<file path="src/rtl/parity_frame_checker_sat_counter.sv">
// Saturating up-counter with synchronous clear. A clear and an increment in the
// same cycle load the value 1, so the event that coincides with the clear is kept.
module sat_counter #(
    parameter int CNT_W = 8
) (
    input  logic             clk,
    input  logic             rst,
    input  logic             inc,
    input  logic             clr,
    output logic [CNT_W-1:0] count
);
    logic [CNT_W-1:0] count_q, count_d;

    always_comb begin
        count_d = count_q;
        if (clr) begin
            count_d = inc ? CNT_W'(1) : '0;
        end else if (inc && (count_q != {CNT_W{1'b1}})) begin
            count_d = count_q + CNT_W'(1);
        end
    end

    always_ff @(posedge clk) begin
        if (rst) begin
            count_q <= '0;
        end else begin
            count_q <= count_d;
        end
    end

    assign count = count_q;
endmodule

</file>
<file path="config.mk">
export PLATFORM = sky130hd
export DESIGN_NAME = sat_counter
export DESIGN_NICKNAME = d
export VERILOG_FILES = /design/src/rtl/parity_frame_checker_sat_counter.sv
export SDC_FILE = /design/constraint.sdc
export NUM_CORES = 1
export LEC_CHECK = 0
export BUFFER_PORTS_ARGS = -buffer_cell sky130_fd_sc_hd__buf_2
export CORE_AREA = 2 2 39 41
export CTS_CLUSTER_SIZE = 12
export DETAILED_ROUTE_END_ITERATION = 6
export DIE_AREA = 0 0 41 43
export PLACE_DENSITY = 0.64
export SYNTH_ARGS = -nofsm -noshare
export SYNTH_HDL_FRONTEND = slang
export SYNTH_SLANG_ARGS = --single-unit
</file>
<file path="constraint.sdc">
create_clock -name clk -period 1.6 [get_ports clk]
set_input_delay 0.48 -clock clk [delete_from_list [all_inputs] [get_ports clk]]
set_output_delay 0.48 -clock clk [all_outputs]
set_load 0.02 [all_outputs]
</file>
# Word-level counts from Yosys, hierarchy flattened
# Index checks and enable logic that the tools add are counted.
[totals] register_bits=8 wordCells=8
[op_classes] add_sub_neg=1 eq_ne=1 n_mux=3 n_reduce_logical=2
[ops] cell="8-bit two-way mux" count=2
[ops] cell="8-bit by 1-bit adder with 8-bit output, second input constant" count=1
[ops] cell="8-bit inequality test, second input constant" count=1
[ops] cell="2-bit nonzero test" count=1
[ops] cell="1-bit logical AND" count=1
[ops] cell="1-bit two-way mux" count=1

# Logic depth before layout (Yosys ltp)
# Gate-level depths: netlist of the first run.
[depth] word_depth=4 depth_mapped=4 mapped_depth_nobuf=4

# Least setup slack after synthesis of the first run
# No wires, ideal clock.
[synth_path] kind="flip-flop to flip-flop" startpoint="register count_q[1], in the netlist count[1]" endpoint="register count_q[6], in the netlist count[6]" setup_time_ns=0.124 arrival_time_ns=1.229 slack_ns=0.247 stages_incl_launch_ff=5 cell_sequence="dfxtp_1 > ha_1 > nand3_1 > o41ai_1 > nor2_1"
[synth_between] elab_chain_cells=3 word_cells_on_any_way=6 cone_classes="1 x add/sub; 1 x eq/ne; 2 x mux; 2 x reduce/logical"
[synth_rtl] element="start: declaration" line_no="12" rtl="logic [CNT_W-1:0] count_q, count_d;"
[synth_rtl] element="start signal: assignment" line_no="27" rtl="count_q <= count_d;"
[synth_rtl] element="8-bit by 1-bit adder with 8-bit output / 8-bit inequality test (equally long branches)" line_no="19, 18"
[synth_rtl] element="8-bit two-way mux / 1-bit logical AND (equally long branches)" line_no="18" rtl="end else if (inc && (count_q != {CNT_W{1'b1}})) begin"
[synth_rtl] element="8-bit two-way mux / 2-bit nonzero test (equally long branches)"
# Several ways; a longest one is shown, not always the timed one. The select of a mux whose other input is x is not followed.
# A chain may end at the register's enable or synchronous reset.

# Worst setup path after layout of the first run
[layout_path] startpoint="register count_q[0], in the netlist count[0]" endpoint="register count_q[1], in the netlist count[1]"
# Same word-level chain as after synthesis.

==> impl_metrics.yaml, run 1 <==
timing:
  slew_headroom_pct: 80.2
  period_minus_slack_ps: 1440
  clock_skew_ps: 8.23
  hold_ws_ps: 435
  max_freq_mhz: 693
  tightestPinTransition_ps: 293
  rsz0062_at_grt: "no"
  slew_viol_final: 0
  setup_slack_ps: 158
  hold_viol_final: 0
  setup-tns-final_ps: 0
  fin_crit_sh_pct: 90.1
  setup_violations: 0
floorplanning:
  dieArea_sq_um: 1760
  die_x_microns: 41
  start_util_pct: 32.1
  num_io_pins: 12
  coreArea_sq_um: 1380
  die_y_microns: 43
  rows: 14
layout:
  antenna_cells: 0
  area_growth_pct: 22.0
  final_common_cell: "buf_2"
  design_area_sq_um: 542
  final_util_pct: 39.2
  largest_reg_flops: 8
  final_nets: 74
  final_cell_mix: "buf_2, dfxtp_1, nand2_1"
  drive_gt1_share_pct: 25.4
synth:
  yosys.area_share.simple_pct: 27.0
  synthTopCellsByArea: "dfxtp_1, mux2i_1, a31oi_1"
  ys_ff_latch: 8
  ys_seq_area_share_pct: 36.1
  synth_area_per_cell_sq_um: 8.38
  syn_nets: 58
  yosysTopAreaCellShare_pct: 36.1
  synth_compound_area_share_pct: 22.3
  synthCells: 53
  synth_top_family_by_area: "simple AND/OR/NAND/NOR gates"
  synth_cell_types: 25
  yosys_warnings: 0
  yosys.area.top_type: "dfxtp_1"
  synthXorXnorAreaFrac_pct: 0
  netlist_area_sq_um: 444
  synthMuxAreaShare_pct: 6.76
  synth_fa_ha_area_share_pct: 2.82
min_path:
  whs_path_depth: 2
  min-delay-start: "rst"
  hold_path.class: "in -> reg"
  hold_path_end: "count[0]"
critical_path:
  regToRegSetupSlack_ps: 160
  r2r_end: "count[1]"
  worstRegToRegCells: 4
  worstSetupEndpointType: "flop"
  worstPathArrival_ps: 1620
  worstSetupStartpointType: "flop"
  cp_max_fo: 7
  setup.worst_path.class: "reg -> reg"
  critPathRequiredTime_ps: 1780
  timing.rr.start: "count[0]"
drt:
  drt_iter0_markers: 18
  first_pass_iters: 4
  drt-wirelength-per-cell_microns: 13.4
  wl_met3_microns: 56
  ant_nets: 0
  route.met2.wl_microns: 539
  via_per_inst: 5.77
  vias: 479
  routed_wl_microns: 1110
  drt-met1-wl_microns: 518
  drc: 0
  top_layer_used: "met3"
clocking:
  clk_path_buf_depth: 2
  cts_tree: "done"
  postCtsHoldBufs: 0
  cts.htree.levels: 1
  cts_resized: 0
  cts.sinks: 8
  cts_buffers: 3
  clkSlewWorstSetupHoldPaths_ps: 60
  post_cts_buffers: 0
  clock_latency_ps: 260
  root_buffer: "clkbuf_4"
placement:
  place_area_sq_um: 519
  place_ws_ps: 205
  place.detailed.hpwl_microns: 794
  portBuffers: 11
  place_congestion: 0.808
power:
  p_leak_nw: 0.234
  irDropWorstVdd_v: 0.000267
  power_density_nw_per_um2: 742
global_routing:
  grt_pass1_vias: 408
  grt.overflow.total: 0
  track_usage_pct: 14.0
  grt_max_degree: 9
  antenna_found_initial: 0
  grt_pass1_wl_microns: 1710
job:
  drv_cap: 0
outcome:
  status: "finished, final reports clean"
[synth_stat cells (all sizes together)]
cell and instances:
a21oi 4, nor2 2, a31oi 4, nand4 3, nand4b 1, nand2 5, o311ai 1, o41ai 1
buf 1, and3 2, nand3 2, and2 1, nand2b 1, ha 1, mux2i 3, nor4 1
nor2b 1, a2111oi 1, and4 2, a211oi 1, o21ai 2, a31o 1, dfxtp 8, inv 4
[layer usage]
layer,up-vias,global-route usage [%]
li1,235,-
met1,225,17.0
met2,19,20.9
met3,0,3.14
met4,0,9.33
met5,-,0
[where the power goes]
| group | switching (mW) | internal [mW] |
|---|---|---|
| Clock | 0.0743 | 0.0863 |
| Combinational | 0.0196 | 0.0153 |
| Sequential | 0.00453 | 0.202 |
| Total | 0.0985 | 0.304 |
[layout make-up]
class,instances,area (sq um)
Fill cell,148,842
Multi-Input combinational cell,40,262
Sequential cell,8,160
Timing Repair Buffer,12,62.6
Clock buffer,3,22.5
Tap cell,16,20.0
Inverter,4,15.0
[worst max path at each step]
stage,start,to,cells after the start
detailed placement,count[0],count[1],4
finish,count[0],count[1],4
global placement,count[0],count[1],4
global route,count[0],count[6],4
floorplan,count[1],count[6],4
CTS,count[7],count[7],1
[metrics by stage]
stage	power [mW]	cells
after global routing	0.425	83
after detailed placement	0.246	80
after CTS	0.407	83
after floorplan	0.229	53
final	0.402	83
after global placement	0.245	80
[logic make-up (layout without fill, tap and decap cells)]
group / after synthesis / after routing
adder cells (fa/ha/maj): 1 / 1
flip-flops: 8 / 8
AO/OA/AOI/OAI: 15 / 15
AND/OR/NAND/NOR: 21 / 21
buffers and inverters: 5 / 19
multiplexers: 3 / 3
[critical path, cell delays in order (launching register included)]
cell,delay [ps]
dfxtp_1,360
ha_1,300
and4_1,270
a31oi_1,220
mux2i_1,200
No activity file was read; power rests on OpenSTA's default activity.
==> inputs of run 2 (changes only) <==
==> constraint.sdc (replaced) <==
create_clock -name clk -period 1.7 [get_ports clk]
set_input_delay 0.51 -clock clk [delete_from_list [all_inputs] [get_ports clk]]
set_output_delay 0.51 -clock clk [all_outputs]
set_load 0.02 [all_outputs]
==> run 2 against run 1 <==
- utilization fell by 0.54 points
- final area fell by 1.4%
- sequential cell count stayed put
- critical endpoint is now count[7]
==> impl_metrics.yaml, run 2 (same netlist as run 1, synthesis figures left out) <==
drt:
  drc: 0
  vias: 451
  first_pass_iters: 5
  routed_wl_microns: 994
  via_per_inst: 5.50
  drt_iter0_markers: 8
  ant_nets: 0
  drt-wirelength-per-cell_microns: 12.1
layout:
  fill_cells: 151
  final_nets: 73
  final_common_cell: "buf_2"
  final_util_pct: 38.6
  largest_reg_flops: 8
  final_cell_mix: "buf_2, dfxtp_1, nand2_1"
  antenna_cells: 0
  area_growth_pct: 20.3
  drive_gt1_share_pct: 24.2
timing:
  max_freq_mhz: 688
  setup_violations: 0
  setup-tns-final_ps: 0
  slew_viol_final: 0
  setup_slack_ps: 246
  fin_crit_sh_pct: 85.5
  period_minus_slack_ps: 1450
  tightestPinTransition_ps: 467
  clock_skew_ps: 2.88
  slew_headroom_pct: 68.8
  rsz0062_at_grt: "no"
  hold_viol_final: 0
placement:
  place.detailed.hpwl_microns: 751
  portBuffers: 11
  place_congestion: 0.812
  place_ws_ps: 273
critical_path:
  cp_max_fo: 8
  cp_top_family: "flip-flops"
  setup.worst_path.class: "reg -> out"
  critPathRequiredTime_ps: 1190
  regToRegSetupSlack_ps: 300
  worstSetupStartpointType: "flop"
  worstPathArrival_ps: 940
  path_cells: "buf_2"
  slowest_stage: "dfxtp_1"
  cpPeakStageDelay_ps: 470
  cp.buffers_inverters: 1
  worstSetupEndpointType: "output port"
clocking:
  clk_path_buf_depth: 2
  postCtsHoldBufs: 0
  clkSlewWorstSetupHoldPaths_ps: 50
  cts_buffers: 3
  cts_tree: "done"
  cts.htree.levels: 1
  root_buffer: "clkbuf_4"
  clock_latency_ps: 260
  cts_resized: 0
  cts.sinks: 8
  post_cts_buffers: 0
floorplanning:
  rows: 14
  die_y_microns: 43
  dieArea_sq_um: 1760
  coreArea_sq_um: 1380
  die_x_microns: 41
  start_util_pct: 32.1
  num_io_pins: 12
outcome:
  status: "finished, final reports clean"
power:
  p_leak_nw: 0.229
  power_density_nw_per_um2: 694
  finalPower_uw: 371
  irDropWorstVdd_v: 0.000269
global_routing:
  track_usage_pct: 12.4
  grt.overflow.total: 0
  grt_pass1_vias: 361
  antenna_found_initial: 0
  grt_pass1_wl_microns: 1510
  grt_max_degree: 9
min_path:
  hold_path.class: "in -> reg"
job:
  drv_cap: 0
-- run 2: cell types whose count changed in the layout (fill, tap and decap cells not counted), sizes merged --
cell,change
buf,-1
-- run 2: area by class of cell --
| cell class | count | area, sq um | area share, % |
|---|---|---|---|
| inverter | 4 | 15.0 | 2.81 |
| multi-input combinational | 40 | 262 | 48.9 |
| sequential | 8 | 160 | 30.0 |
| tap | 16 | 20.0 | 3.75 |
| timing repair buffer | 11 | 55.1 | 10.3 |
| clock buffer | 3 | 22.5 | 4.22 |
-- run 2: power by group --
group	switching [mW]	total, mW	internal (mW)
clock	0.0655	0.146	0.0808
sequential	0.00377	0.194	0.190
combinational	0.0175	0.0304	0.0129
total	0.0868	0.371	0.284
-- run 2: layer usage --
| layer | vias to the layer above | part of all wire (%) | wire, microns | track usage [%] |
|---|---|---|---|---|
| li1 | 233 | - | - | - |
| met1 | 209 | 46 | 457 | 14.1 |
| met2 | 9 | 48 | 482 | 20.3 |
| met3 | 0 | 5.4 | 54 | 6.28 |
| met4 | 0 | 0 | 0 | 2.00 |
| met5 | - | 0 | 0 | 0 |
-- run 2: metrics by stage --
| step | std cells | hold slack, ps | instance area [sq um] |
|---|---|---|---|
| after global routing | 82 | 473 | 534 |
| after detailed placement | 79 | 519 | 512 |
| after global placement | 79 | 506 | 512 |
| after floorplan | 53 | 565 | 444 |
| after CTS | 82 | 463 | 534 |
| final | 82 | 465 | 534 |
-- run 2: path summary, 6_finish.rpt --
path / startpoint / endpoint / cells after the start
setup / recovery: count[7] / count[7] / 1
hold / removal: rst / count[0] / 2
setup reg to reg: count[0] / count[1] / 4
hold reg to reg: count[1] / count[1] / 2
